$ cat src/rtl/clock_tick_ctrl.sv
// clock_tick_ctrl: mode sequencer and single-cycle enable generator for the
// digital clock. Produces the 1 Hz seconds tick, hour/minute increment
// pulses, the seconds-clear pulse and blink-blanking strobes.
// Optional build macro: AUTO_REPEAT_EN adds hold-to-repeat on btn_inc.
module clock_tick_ctrl #(
  parameter int CLK_HZ    = 50000000,
  parameter int BLINK_HZ  = 2,
  parameter int HOLD_CYC  = 25000000,
  parameter int REPEAT_HZ = 8
) (
  input  logic       clk,
  input  logic       reset,
  input  logic       btn_mode,
  input  logic       btn_inc,
  output logic [1:0] mode,
  output logic       sec_tick,
  output logic       inc_hr,
  output logic       inc_min,
  output logic       clr_sec,
  output logic       blank_hr,
  output logic       blank_min
);

  localparam int BLINK_HALF = CLK_HZ / (2 * BLINK_HZ);
  localparam int PW = $clog2(CLK_HZ - 1) + 1;
  localparam int BW = $clog2(BLINK_HALF - 1) + 1;
  localparam logic [PW-1:0] PRESC_LAST = PW'(CLK_HZ - 1);
  localparam logic [BW-1:0] BLINK_LAST = BW'(BLINK_HALF - 1);

  // Reject configurations that would make a counter terminal value negative.
  if (CLK_HZ < 2 || BLINK_HZ < 1 || BLINK_HALF < 1 || HOLD_CYC < 1 ||
      REPEAT_HZ < 1 || CLK_HZ / REPEAT_HZ < 1) begin : g_bad_cfg
    $error("clock_tick_ctrl: invalid timing parameters");
  end

  typedef enum logic [1:0] {
    RUN     = 2'b00,
    SET_HR  = 2'b01,
    SET_MIN = 2'b10
  } mode_t;

  mode_t           state_reg, state_next;
  logic            btn_mode_q, btn_inc_q, armed;
  logic            rise_mode, rise_inc, rep_fire, inc_req;
  logic            clr_sec_next, inc_hr_next, inc_min_next;
  logic [PW-1:0]   presc;
  logic [BW-1:0]   blink_cnt;
  logic            blink_phase;

  // armed stays low for the first edge after reset so a button already held
  // at reset release is captured into history without producing a rise.
  assign rise_mode = armed & btn_mode & ~btn_mode_q;
  assign rise_inc  = armed & btn_inc & ~btn_inc_q;
  assign inc_req   = rise_inc | rep_fire;

  // Button history for edge detection.
  always_ff @(posedge clk or negedge reset) begin
    if (!reset) begin
      btn_mode_q <= 1'b0;
      btn_inc_q  <= 1'b0;
      armed      <= 1'b0;
    end else begin
      btn_mode_q <= btn_mode;
      btn_inc_q  <= btn_inc;
      armed      <= 1'b1;
    end
  end

  // Mode state register.
  always_ff @(posedge clk or negedge reset) begin
    if (!reset) state_reg <= RUN;
    else        state_reg <= state_next;
  end

  // Next mode and next-cycle pulse requests; a mode press swallows any
  // increment arriving in the same cycle.
  always_comb begin
    state_next   = state_reg;
    clr_sec_next = 1'b0;
    inc_hr_next  = 1'b0;
    inc_min_next = 1'b0;
    if (rise_mode) begin
      case (state_reg)
        RUN:     state_next = SET_HR;
        SET_HR:  state_next = SET_MIN;
        default: begin
          state_next   = RUN;
          clr_sec_next = 1'b1;
        end
      endcase
    end else if (inc_req) begin
      inc_hr_next  = (state_reg == SET_HR);
      inc_min_next = (state_reg == SET_MIN);
    end
  end

  // Registered increment and clear pulses.
  always_ff @(posedge clk or negedge reset) begin
    if (!reset) begin
      inc_hr  <= 1'b0;
      inc_min <= 1'b0;
      clr_sec <= 1'b0;
    end else begin
      inc_hr  <= inc_hr_next;
      inc_min <= inc_min_next;
      clr_sec <= clr_sec_next;
    end
  end

  // Seconds prescaler: counts only while staying in RUN, parked at 0 otherwise
  // so the first tick after re-entering RUN is a full second away.
  always_ff @(posedge clk or negedge reset) begin
    if (!reset) begin
      presc    <= '0;
      sec_tick <= 1'b0;
    end else if (state_reg == RUN && !rise_mode) begin
      if (presc == PRESC_LAST) begin
        presc    <= '0;
        sec_tick <= 1'b1;
      end else begin
        presc    <= presc + PW'(1);
        sec_tick <= 1'b0;
      end
    end else begin
      presc    <= '0;
      sec_tick <= 1'b0;
    end
  end

  // Blink timebase: runs in SET modes, restarts visible on every mode change.
  always_ff @(posedge clk or negedge reset) begin
    if (!reset) begin
      blink_cnt   <= '0;
      blink_phase <= 1'b0;
    end else if (state_reg == RUN || rise_mode) begin
      blink_cnt   <= '0;
      blink_phase <= 1'b0;
    end else if (blink_cnt == BLINK_LAST) begin
      blink_cnt   <= '0;
      blink_phase <= ~blink_phase;
    end else begin
      blink_cnt   <= blink_cnt + BW'(1);
    end
  end

`ifdef AUTO_REPEAT_EN
  localparam int REPEAT_CYC = CLK_HZ / REPEAT_HZ;
  localparam int HW = $clog2(HOLD_CYC) + 1;
  localparam int RW = $clog2(REPEAT_CYC - 1) + 1;
  localparam logic [HW-1:0] HOLD_LAST = HW'(HOLD_CYC);
  localparam logic [RW-1:0] REP_LAST  = RW'(REPEAT_CYC - 1);

  logic [HW-1:0] hold_cnt;
  logic [RW-1:0] rep_cnt;
  logic          holding, hold_done;

  // hold_cnt==0 while held means the press was swallowed by a mode change,
  // so such a press never starts repeating.
  assign holding   = btn_inc && (state_reg != RUN) && !rise_mode;
  assign hold_done = (hold_cnt == HOLD_LAST);
  assign rep_fire  = holding && !rise_inc && (hold_cnt != '0) &&
                     ((hold_cnt == HOLD_LAST - HW'(1)) ||
                      (hold_done && rep_cnt == REP_LAST));

  // Hold and repeat counters, cleared on release or mode change.
  always_ff @(posedge clk or negedge reset) begin
    if (!reset) begin
      hold_cnt <= '0;
      rep_cnt  <= '0;
    end else if (!holding) begin
      hold_cnt <= '0;
      rep_cnt  <= '0;
    end else if (rise_inc) begin
      hold_cnt <= HW'(1);
      rep_cnt  <= '0;
    end else if (hold_cnt == '0) begin
      hold_cnt <= '0;
    end else if (!hold_done) begin
      hold_cnt <= hold_cnt + HW'(1);
    end else if (rep_cnt == REP_LAST) begin
      rep_cnt  <= '0;
    end else begin
      rep_cnt  <= rep_cnt + RW'(1);
    end
  end
`else
  assign rep_fire = 1'b0;
`endif

  assign mode      = state_reg;
  assign blank_hr  = (state_reg == SET_HR) & blink_phase;
  assign blank_min = (state_reg == SET_MIN) & blink_phase;

endmodule

$ cat config.mk
export PLATFORM = sky130hd
export DESIGN_NAME = clock_tick_ctrl
export DESIGN_NICKNAME = d
export VERILOG_FILES = /design/src/rtl/clock_tick_ctrl.sv
export SDC_FILE = /design/constraint.sdc
export NUM_CORES = 1
export LEC_CHECK = 0
export ABC_CLOCK_PERIOD_IN_PS = 4000
export CAP_MARGIN = 20
export CORE_MARGIN = 3
export CORE_UTILIZATION = 55
export DETAILED_ROUTE_END_ITERATION = 8
export PLACE_DENSITY = 0.73
export REMOVE_ABC_BUFFERS = 1
export SLEW_MARGIN = 20
export SYNTH_ARGS = -nofsm -noshare
export SYNTH_HDL_FRONTEND = slang
export SYNTH_SLANG_ARGS = --single-unit
$ cat constraint.sdc
create_clock -name clk -period 4 [get_ports clk]
set_clock_uncertainty 0.2 [all_clocks]
set_input_delay 0.6 -clock clk [delete_from_list [all_inputs] [get_ports clk]]
set_output_delay 0.6 -clock clk [all_outputs]
set_load 0.005 [all_outputs]
==> impl_metrics.csv <==
group,metric,value,unit
synth,yosysWarningCount,0,
sta,finalSetupTns,0,ns
synth,ys_seq_area_frac,0.508,
placed_design,dpl.hpwl,3950,µm
critical_path,cp_cell_sequence,"inv_1 > nor3b_1 > clkdlybuf4s50_1",
floorplan,design.core.area,5240,µm²
power,peakVddDrop,0.000268,V
synth,syn_area,3060,µm²
critical_path,critPathBufInv,2,
critical_path,slowest_stage,"clkdlybuf4s50_1",
power,p_comb_frac,0.135,
synth,netlist_instances,313,
sta,fin_crit,2.37,ns
finish,fill_cells,412,
power,p_leak,1.38,nW
grt,grt_pass1_wl,10400,µm
route,ant_nets,0,
clock_tree,cts_buffers,9,
synth,syn-mean-instance-area,9.76,µm²
sta,finalHoldViolations,0,
sta,max_freq,0.421,GHz
clock_tree,post_cts_buffers,0,
critical_path,cp-end-kind,"output port",
grt,track_usage,0.209,
power,power_density,461,nW/µm²
clock_tree,ctsLongestPathBuffers,2,
floorplan,die_width,80.5,µm
placed_design,pre_cts_slack,1.60,ns
placed_design,dp.cells,385,
sta,finalMaxSlewViolations,0,
synth,async_flop_share,1.00,
sta,finalWorstSetupSlack,1.63,ns
placed_design,gp_congestion,0.811,
route,drt_iter0_drc,136,
clock_tree,cts_resized,0,
critical_path,cp-start-kind,"flip-flop",
sta,fin_hold_ws,0.182,ns
critical_path,worst_ep_arrival_time,1.57,ns
route,first_pass_iters,4,
grt,grt_max_degree,42,
sta,min_period_over_period,0.593,
synth,synthFlopType,"dfrtp_1",
flow_run,maxCapViolCount,0,
finish,area_growth,13.2,%
power,switching_share,0.276,
grt,overflow,0,
finish,register_area,1550,µm²
critical_path,cp.required,3.20,ns
finish,fin_cells,401,
run_status,outcome,"complete, no violations",
clock_tree,h-tree-depth,3,
grt,antenna_found_initial,0,
sta,maxSlewHeadroom,0.405,
route,drc_errors,0,
clock_tree,hold_buffers,0,
critical_path,crit_family,"buffers and inverters",
floorplan,io-pin-count,12,
critical_path,critical_path_class,"reg2out",
power,seqPwrFrac,0.442,
finish,multi_input_area,1430,µm²
finish,finalNetCount,332,
clock_tree,numClockSinks,62,
clock_tree,clkLatencyLatePin,0.34,ns
floorplan,die_height,80.5,µm
synth,synth_edf_count,0,
critical_path,cp_slowest_stage_delay,0.53,ns
clock_tree,cts_root_buffer,"clkbuf_8",
min_path,min_path_type,"in2async",
critical_path,critPathMaxFanout,5,
finish,drive_gt1_frac,0.0937,
floorplan,initial_utilization,0.583,
power,clock_power_share,0.422,
synth,synth_cell_types,41,
route,vias_per_cell,5.93,
placed_design,io_buffers,11,
route,dr_total_vias,2376,
floorplan,num_rows,26,
sta,rsz0062_at_grt,"false",
sta,finalSetupViolCount,0,
route,drt-wirelength-per-cell,14.6,µm
finish,n_antenna_cell,0,
clock_tree,clkSlewWorstSetupHoldPaths,0.07,ns
clock_tree,cts_tree,"yes",
floorplan,die-area,6490,µm²
synth,synth-seq-cells,62,
sta,tightestPinTransition,0.892,ns
grt,grt_pass1_vias,2264,
power,finalPower,1.59,mW
route,totalWireLength,5840,µm
power,internal-power,1.15,mW
power,switchingPower,0.441,mW
## stage by stage
step / utilization / area [µm²]
2_1_floorplan: - / 3000
3_3_place_gp: 0.614 / 3210
3_5_place_dp: 0.614 / 3210
4_1_cts: 0.661 / 3460
5_1_grt: 0.661 / 3460
6_report: 0.661 / 3460
## sequential cells by signal, indices dropped and copies added, names as in the netlist
register,count
presc,27
blink_cnt,25
mode,2
armed,1
blink_phase,1
btn_inc_q,1
btn_mode_q,1
clr_sec,1
inc_hr,1
inc_min,1
sec_tick,1
## synthesized netlist by cell type, types with 2 or more instances
library cell	number	area, µm²
dfrtp_1	62	1550
nor2_1	32	120
a21oi_1	23	115
nand3_1	19	95.1
nand2_1	17	63.8
o21ai_0	17	85.1
nand4_1	15	93.8
xor2_1	13	114
xnor2_1	12	105
or3_1	11	68.8
and3_1	10	62.6
clkbuf_1	10	37.5
o31ai_1	8	60.1
or4_1	8	60.1
nor4_1	7	43.8
and2_1	6	37.5
inv_1	6	22.5
and4_1	5	43.8
nor3_1	5	25.0
ha_1	2	25.0
nand4b_1	2	17.5
o21bai_1	2	15.0
or2_2	2	12.5
or3_2	2	15.0
## layer usage
metal	wire, µm	GRT usage
met1	2950	0.297
met2	2570	0.306
met3	224	0.0516
met4	95	0.0845
met5	0	0
## cell usage in the layout (no fill, tap or decap), types with 2 or more instances in the layout
cell type        synthesis  final
or2_2                    2      2
nor4_1                   7      7
nand4_1                 15     15
and4_1                   5      5
xor2_1                  13     13
nand3_1                 19     19
or4_1                    8      8
nor2_1                  32     32
or3_1                   11     11
and3_1                  10     10
or3_2                    2      2
nand2_1                 17     17
xnor2_1                 12     12
and2_1                   6      6
nor3_1                   5      5
a21oi_1                 23     23
nand4b_1                 2      2
buf_4                    1      3
clkbuf_8                 0      9
o31ai_1                  8      8
o21bai_1                 2      2
ha_1                     2      2
dfrtp_1                 62     62
clkdlybuf4s50_1          0     10
inv_1                    6      6
clkinv_4                 0      2
bufinv_16                0      3
o21ai_0                 17     17
## cell type report
cell class	instances	share of cell area
inverter	6	0.00651
sequential	62	0.448
clock buffer	9	0.0358
clock inverter	7	0.0351
timing repair buffer	14	0.0369
multi-input combinational	233	0.412
tap	70	0.0253
## power groups by stage
stage	sequential, mW	clock (mW)	combinational [mW]
2_1_floorplan	0.709	0	0.126
3_3_place_gp	0.715	0	0.218
3_5_place_dp	0.716	0	0.219
4_1_cts	0.704	0.685	0.219
5_1_grt	0.711	0.713	0.250
6_report	0.705	0.673	0.216
## final timing paths
kind | slack, ns | from | cells past startpoint | endpoint
max | 1.63 | mode[1] | 3 | blank_min
min | 0.18 | reset | 1 | presc[8]
max reg2reg | 1.66 | blink_cnt[0] | 5 | blink_cnt[24]
min reg2reg | 0.29 | blink_cnt[0] | 1 | blink_cnt[0]
max in group asynchronous | 2.61 | reset | 2 | presc[4]
min in group clk | 0.29 | blink_cnt[0] | 1 | blink_cnt[0]
## cell families (layout without fill, tap and decap cells)
| group | count (synthesis) | count (layout) | share of synthesized area |
|---|---|---|---|
| simple gates | 152 | 152 | 0.285 |
| flops | 62 | 62 | 0.508 |
| compound gates | 52 | 52 | 0.0962 |
| xor+xnor | 25 | 25 | 0.0717 |
| buf+inv | 18 | 36 | 0.0258 |
| fa+ha+maj | 2 | 2 | 0.00819 |
| other cells | 1 | 1 | 0.00123 |
| mux | 1 | 1 | 0.00369 |
## worst register-to-register path: cells and delay by family (launching register included)
family / cells / cell delay [ns]
flops: 1 / 0.39
compound gates: 1 / 0.15
simple gates: 3 / 1.28
fa+ha+maj: 1 / 0.26
Power figures use the tool's default switching activity.
